## config.mk

```make
export PLATFORM = sky130hd
export DESIGN_NAME = fetch_unit
export DESIGN_NICKNAME = d
export VERILOG_FILES = /design/src/rtl/fetch_unit.sv
export SDC_FILE = /design/constraint.sdc
export NUM_CORES = 1
export LEC_CHECK = 0
export CAP_MARGIN = 40
export CORE_ASPECT_RATIO = 1.75
export CORE_MARGIN = 2
export CORE_UTILIZATION = 47
export DETAILED_ROUTE_END_ITERATION = 16
export PLACE_DENSITY = 0.9
export SLEW_MARGIN = 20
export SYNTH_ARGS = -nofsm -noshare
export SYNTH_HDL_FRONTEND = slang
export SYNTH_SLANG_ARGS = --single-unit
```

## constraint.sdc

```tcl
create_clock -name clock -period 4.5 [get_ports clock]
set_clock_uncertainty 0.05 [all_clocks]
set_input_delay 0.675 -clock clock [delete_from_list [all_inputs] [get_ports clock]]
set_output_delay 0.675 -clock clock [all_outputs]
set_load 0.03 [all_outputs]
```

## src/rtl/fetch_unit.sv

```systemverilog
// fetch_unit: instruction-fetch stage ahead of the control decoder.
// Owns the PC, fetches over an imem req/ack handshake, holds the fetched
// word for the datapath, and computes the next PC from Branch/Jump/jr_sel.
// Optional feature: define FETCH_PERF_CNT_EN to add the saturating
// perf_fetch / perf_redirect counters.
module fetch_unit #(
  parameter logic [31:0] RESET_PC = 32'h0000_0000,
  parameter int          TIMEOUT  = 16,
  parameter int          PERF_W   = 32
) (
  input  logic        clock,
  input  logic        reset,
  output logic        imem_req,
  output logic [31:0] imem_addr,
  input  logic        imem_ack,
  input  logic [31:0] imem_rdata,
  output logic [31:0] instrucao,
  output logic        instr_valid,
  input  logic        instr_done,
  input  logic        stall,
  input  logic        Branch,
  input  logic        br_cond,
  input  logic        Jump,
  input  logic        jr_sel,
  input  logic [31:0] rs_data,
  output logic [31:0] pc,
  output logic [31:0] pc_plus4,
  output logic        misalign,
  output logic        fetch_err
`ifdef FETCH_PERF_CNT_EN
  ,
  output logic [PERF_W-1:0] perf_fetch,
  output logic [PERF_W-1:0] perf_redirect
`endif
);

  typedef enum logic [1:0] {
    FETCH = 2'd0,
    EXEC  = 2'd1,
    HALT  = 2'd2
  } state_t;

  // Wait counter only needs to reach TIMEOUT-1; the halt fires on that cycle.
  localparam int CNT_W = (TIMEOUT > 1) ? $clog2(TIMEOUT) : 1;
  localparam int TO_LAST_I = (TIMEOUT > 0) ? (TIMEOUT - 1) : 0;
  localparam logic [CNT_W-1:0] TO_LAST = TO_LAST_I[CNT_W-1:0];

  state_t           state_reg;
  logic [CNT_W-1:0] wait_cnt_reg;
  logic [31:0]      next_pc;
  logic [31:0]      br_off;
  logic             jr_bad;
  logic             ack_take;
  logic             exec_leave;

  assign imem_addr = pc;
  assign pc_plus4  = pc + 32'd4;
  assign br_off    = {{14{instrucao[15]}}, instrucao[15:0], 2'b00};

  // An ack only counts while a request is actually outstanding in FETCH.
  assign ack_take   = (state_reg == FETCH) && imem_req && imem_ack;
  assign exec_leave = (state_reg == EXEC) && instr_done && !stall;

  // Next-PC selection: JR beats J beats taken branch beats sequential.
  always_comb begin
    next_pc = pc_plus4;
    jr_bad  = 1'b0;
    if (Jump && jr_sel) begin
      next_pc = {rs_data[31:2], 2'b00};
      jr_bad  = |rs_data[1:0];
    end else if (Jump) begin
      next_pc = {pc_plus4[31:28], instrucao[25:0], 2'b00};
    end else if (Branch && br_cond) begin
      next_pc = pc_plus4 + br_off;
    end
  end

  // Fetch FSM with all outputs registered; reset overrides every input.
  always_ff @(posedge clock) begin
    if (reset) begin
      state_reg    <= FETCH;
      pc           <= RESET_PC;
      imem_req     <= 1'b0;
      instrucao    <= 32'h0;
      instr_valid  <= 1'b0;
      misalign     <= 1'b0;
      fetch_err    <= 1'b0;
      wait_cnt_reg <= '0;
    end else begin
      misalign <= 1'b0;
      case (state_reg)
        FETCH: begin
          if (!imem_req) begin
            // First cycle out of reset: raise the request, nothing to accept yet.
            imem_req <= 1'b1;
          end else if (imem_ack) begin
            instrucao    <= imem_rdata;
            instr_valid  <= 1'b1;
            imem_req     <= 1'b0;
            wait_cnt_reg <= '0;
            state_reg    <= EXEC;
          end else if ((TIMEOUT != 0) && (wait_cnt_reg == TO_LAST)) begin
            fetch_err <= 1'b1;
            imem_req  <= 1'b0;
            state_reg <= HALT;
          end else begin
            wait_cnt_reg <= wait_cnt_reg + CNT_W'(1);
          end
        end
        EXEC: begin
          if (exec_leave) begin
            pc           <= next_pc;
            instr_valid  <= 1'b0;
            wait_cnt_reg <= '0;
            imem_req     <= 1'b1;
            misalign     <= jr_bad;
            state_reg    <= FETCH;
          end
        end
        HALT: begin
          imem_req    <= 1'b0;
          instr_valid <= 1'b0;
        end
        default: begin
          imem_req    <= 1'b0;
          instr_valid <= 1'b0;
          state_reg   <= HALT;
        end
      endcase
    end
  end

`ifdef FETCH_PERF_CNT_EN
  logic redirect;
  assign redirect = exec_leave && (next_pc != pc_plus4);

  // Saturating counts of accepted fetches and non-sequential PC updates.
  always_ff @(posedge clock) begin
    if (reset) begin
      perf_fetch    <= '0;
      perf_redirect <= '0;
    end else begin
      if (ack_take && !(&perf_fetch)) begin
        perf_fetch <= perf_fetch + PERF_W'(1);
      end
      if (redirect && !(&perf_redirect)) begin
        perf_redirect <= perf_redirect + PERF_W'(1);
      end
    end
  end
`else
  logic unused_ok;
  assign unused_ok = ack_take;
`endif

endmodule

```

Yosys cells after proc, flatten, opt, wreduce, memory -nomap -nowiden:

Index checks and enable logic that the tools add are counted.

* register bits: 74
* latch bits: 0
* memory bits (writable): 0
* ROM bits: 0
* input port bits: 73
* word-level logic and storage cells: 61
* memories kept: 0

* add/subtract/negate cells: 3
* multipliers: 0
* div/mod/pow operators: 0
* order comparisons: 0
* equality and inequality tests: 8
* shift-type cells: 0
* muxes and demuxes: 22
* bitwise gates (word level): 5
* reductions and logical operators: 15

Operators with widths (number)
* 2-to-1 mux 32 bit: 3
* adder 32 x 3 -> 32 bit, second input constant: 1
* adder 32 bit: 1
* 2-to-1 mux 4 bit: 4
* AND reduction 4 bit: 3
* 2-to-1 mux 2 bit: 4
* case mux 4 bit (2 select lines): 1
* 2-to-1 mux 1 bit: 7
* inequality test 2 bit, second input constant: 3
* case mux 2 bit (3 select lines): 1
* AND reduction 3 bit: 2
* NOT 1 bit: 5
* adder 4 x 1 -> 4 bit, second input constant: 1
* == test 4 bit, second input constant: 1
* logical AND 1 bit: 4
* case mux 1 bit (2 select lines): 2
* OR reduction 4 bit: 1
* inequality test 3 x 2 -> 1 bit, second input constant: 1
* inequality test 3 bit, second input constant: 1
* == test 2 x 1 -> 1 bit, second input constant: 1
* == test 2 bit, second input constant: 1
* logical NOT 2 bit: 1
* AND reduction 2 bit: 1
* nonzero test 2 bit: 1
* 2 further kinds: 2

Longest topological paths before layout:

* depth after elaboration: 5
* gate-level depth with buffers: 16
* depth with buffers taken out: 15

Worst setup path after synthesis:

OpenSTA, ideal clock, no wires.

* path kind: reg2reg
* start point: register pc[2] (netlist: imem_addr[2])
* end point: register pc[29] (netlist: imem_addr[29])
* library setup time: 0.079 ns
* data arrival time: 4.202 ns
* path slack: 0.169 ns
* stages on the path, launching flop included: 17
* clock period less this slack: 4.331 ns
* cell sequence: dfxtp_1 ha_1 and4_1 nand2_1 nor2_1 nand3_1 xnor2_1 ha_1 clkbuf_1 nand2_1 nor2_1 a2111oi_2 o22a_2 o211ai_2 o31a_1 a211o_1 a211oi_2

* word-level cells in the longest chain between the ends: 5

Ends and longest elaborated chain
* start: declaration: RTL line 26 `output logic [31:0] pc,`
* start signal: assignment: RTL line 112 `pc <= next_pc;`
* adder 32 x 3 -> 32 bit: RTL line 57 `assign pc_plus4 = pc + 32'd4;`
* net pc_plus4[20]: RTL line 27 `output logic [31:0] pc_plus4,`
* adder 32 bit: RTL line 74 `next_pc = pc_plus4 + br_off;`
* 2-to-1 mux 32 bit: RTL line 73 `end else if (Branch && br_cond) begin`
* 2-to-1 mux 32 bit: RTL line 71 `end else if (Jump) begin`
* 2-to-1 mux 32 bit: RTL line 68 `if (Jump && jr_sel) begin`

The timed path passes the listed nets, and every way through them passes these cells.
A chain may end at the register's enable or synchronous reset.

Worst setup path after layout:

* start point: register pc[2] (netlist: imem_addr[2])
* end point: register pc[29] (netlist: imem_addr[29])

* word-level cells in the longest chain between the ends: 5

Ends and longest elaborated chain (RTL line)
* adder 32 x 3 -> 32 bit (*): 57
* adder 32 bit: 74
* 2-to-1 mux 32 bit: 73
* 2-to-1 mux 32 bit (*): 71
* 2-to-1 mux 32 bit (*): 68

Every way passes the cells marked *; elsewhere a longest branch is shown, timed or not.

==> flow_summary.yaml <==
route:
  detail_route.drc_violations: 0
  firstDrtPassIters: 5
  route.met3.wl_um: 1720
  m1WireLength_um: 7720
  wl_per_cell_um: 19.5
  route.met2.wl_um: 11200
  routed_wirelength_um: 22100
  drtIter0Drc: 601
  highest_metal_layer_with_signal_wires: "met4"
  drt-vias-per-instance: 6.04
  routed-via-count: 6841
  antenna_left: 0
yosys:
  post-synth-top-area-fraction_pct: 23.8
  synth_top_family_by_area: "compound AO/OA/AOI/OAI gates"
  ys_seq_area_share_pct: 23.8
  yosys.area_share.simple_pct: 23.5
  synth.distinct_cells: 78
  ys_seq_elements: 72
  synth_mux_area_share_pct: 5.07
  synth-edff-count: 0
  yosys.area_share.adder_pct: 7.98
  synth.area.top_cells: "dfxtp_1 24%, a21oi_1 7.9%, nand2_1 7.8%"
  netlist.top_cell.by_area: "dfxtp_1"
  avgSynthCellArea_um2: 7.52
  synth_xor_area_share_pct: 6.20
  yosysWarningCount: 0
  async_reset_ff_share_pct: 0
  synth_cells: 804
  ys.flop_type: "dfxtp_1"
  post_synth_instance_area_mm2: 0.00605
  synth-compound-area-share_pct: 25.6
outcome:
  status: "complete, no violations"
cts:
  clkTransAtPathRegs_ps: 70
  cts_resized: 0
  tritoncts: "built"
  cts.repair_timing.setup_buffer_count: 0
  cts_buffers: 9
  clock_tree.htree_level_count: 3
  clk_root_buffer_cell: "clkbuf_16"
  clock_sinks: 72
  cts-hold-fix-buffers: 0
  clock_latency_ps: 350
  clock_path_buffers: 2
worst_setup_path:
  critical_path_destination: "imem_addr[29]"
  path_max_fanout: 8
  cp-startpoint: "imem_addr[2]"
  worstReg2RegStart: "imem_addr[2]"
  setup.reg_to_reg.worst_slack_ps: 430
  critical_path.startpoint_type: "flip-flop"
  worstRegToRegCells: 15
  cp.arrival_ps: 4300
  regToRegEndpoint: "imem_addr[29]"
  critPathKind: "flip-flop to flip-flop"
  end_kind: "flip-flop"
  crit_required_ps: 4720
timing:
  final_max_slew_viol_count: 0
  finalWorstPathRequiredPeriod_ps: 4070
  timing.final.hold_violations: 0
  worstMarginPinSlew_ps: 799
  max_freq_ghz: 0.245
  finalSetupViolations: 0
  setup_repair_after_global_routing_missed_its_margin: "no"
  slew_headroom_pct: 46.6
  final_min_period_over_clock_period_pct: 90.5
  setup_total_negative_slack_ps: 0
power:
  ir_worst_vdd_mv: 0.243
  report.power.total_mw: 1.87
  powerDensity_mw_per_mm2: 227
  cellLeakagePower_nw: 3.19
floorplan:
  ioPinCount: 205
  floorplan.initialDensity_pct: 48.4
  floorplan.die_area_mm2: 0.0138
  die_height_um: 154
  die_x_um: 89.8
  rows: 54
  design.core.area_mm2: 0.0125
hold_path:
  timing.hold.worst.start: "instrucao[30]"
  timing.hold.worst.class: "flip-flop to flip-flop"
global_route:
  global_route_wire_length_before_repair_um: 34700
  initial_antenna_violation_count: 1
  first_global_vias: 6796
  grtUsageTotal_pct: 31.0
  grt_max_degree: 46
  grt_residual_overflow: 0
placement:
  io_buffers: 198
  globalplace.congestion: 0.993
  placed_cell_area_mm2: 0.00794
  dp_hpwl_um: 17100
flow_run:
  max_cap_viol_count: 0
layout:
  area_growth_syn_to_layout_pct: 36.5
  layout.cell_area.non_filler_mm2: 0.00826
  final_common_cell: "clkdlybuf4s50_1"
  nets: 1070
  largest_register_ff_count: 32
  mostFrequentLayoutCells: "196 x clkdlybuf4s50_1, 126 x nand2_1, 96 x a21oi_1, 72 x dfxtp_1, 61 x nor2_1"
  drive_gt1_share_pct: 5.81
-- worst max-delay path: stages, from the launching register on --
cell	delay (ps)
dfxtp_1	480
ha_1	270
and4_1	290
nand2_1	260
nor2_1	280
nand3_1	130
xnor2_1	260
ha_1	360
nand2_1	130
nor2_1	60
a2111oi_2	300
o22a_2	220
o211ai_2	130
o31a_1	320
a211o_1	280
a211oi_2	200
-- routing by layer --
metal	up-vias	track usage (%)
met1	3159	32.8
li1	3179	-
met2	396	55.2
met5	-	0
met3	107	5.93
met4	0	21.7
-- how the worst min path moves through the flow --
stage               depth (start not counted)         endpoint
floorplan                                   2  wait_cnt_reg[1]
global placement                            2    instrucao[15]
detailed placement                          2    instrucao[27]
CTS                                         2    instrucao[30]
global route                                2    instrucao[31]
finish                                      2    instrucao[30]
-- Yosys cell counts, drive strengths merged, types with 9 or more instances --
master and number:
nand4 11, nor3 16, o211ai 15, nand2 127, nor2b 10, and2 9, o21ai 33, a211oi 20
mux2i 25, a21o 15, xnor2 22, dfxtp 72, nor2 62, xor2 20, clkbuf 29, buf 45
nand3 30, a21oi 97, ha 37
-- per-stage QoR --
step	utilization (%)	hold WS [ps]	worst slack (ps)	cells
2_1_floorplan	-	399	169	809
6_report	66.1	407	426	1133
4_1_cts	66.1	409	469	1132
3_3_place_gp	63.3	391	632	1114
3_5_place_dp	63.6	399	504	1116
5_1_grt	66.1	433	69.0	1133
-- cell type report --
type                    instances  area (um2)
flip-flops and latches         72        1440
multi-input cells             657        4170
diodes                          1        2.50
repair buffers                213        2100
clock inverters                 7        88.8
clock buffers                   9         225
well taps                     168         210
fillers                      1029        4240
inverters                       6        22.5
-- report_power, final --
part,switching [mW],total [mW],internal [mW]
combinational,0.237,0.416,0.179
sequential,0.0273,0.686,0.659
clock,0.330,0.772,0.442
total,0.594,1.87,1.28
-- cells by family after synthesis --
logic type	Yosys count
DFF	72
muxes	30
buffers and inverters	80
AOI/OAI and AO/OA	239
and+or+nand+nor	302
xor gates and xnor gates	42
other	1
adders and majority gates	38
(Power assumes the default switching activity.)
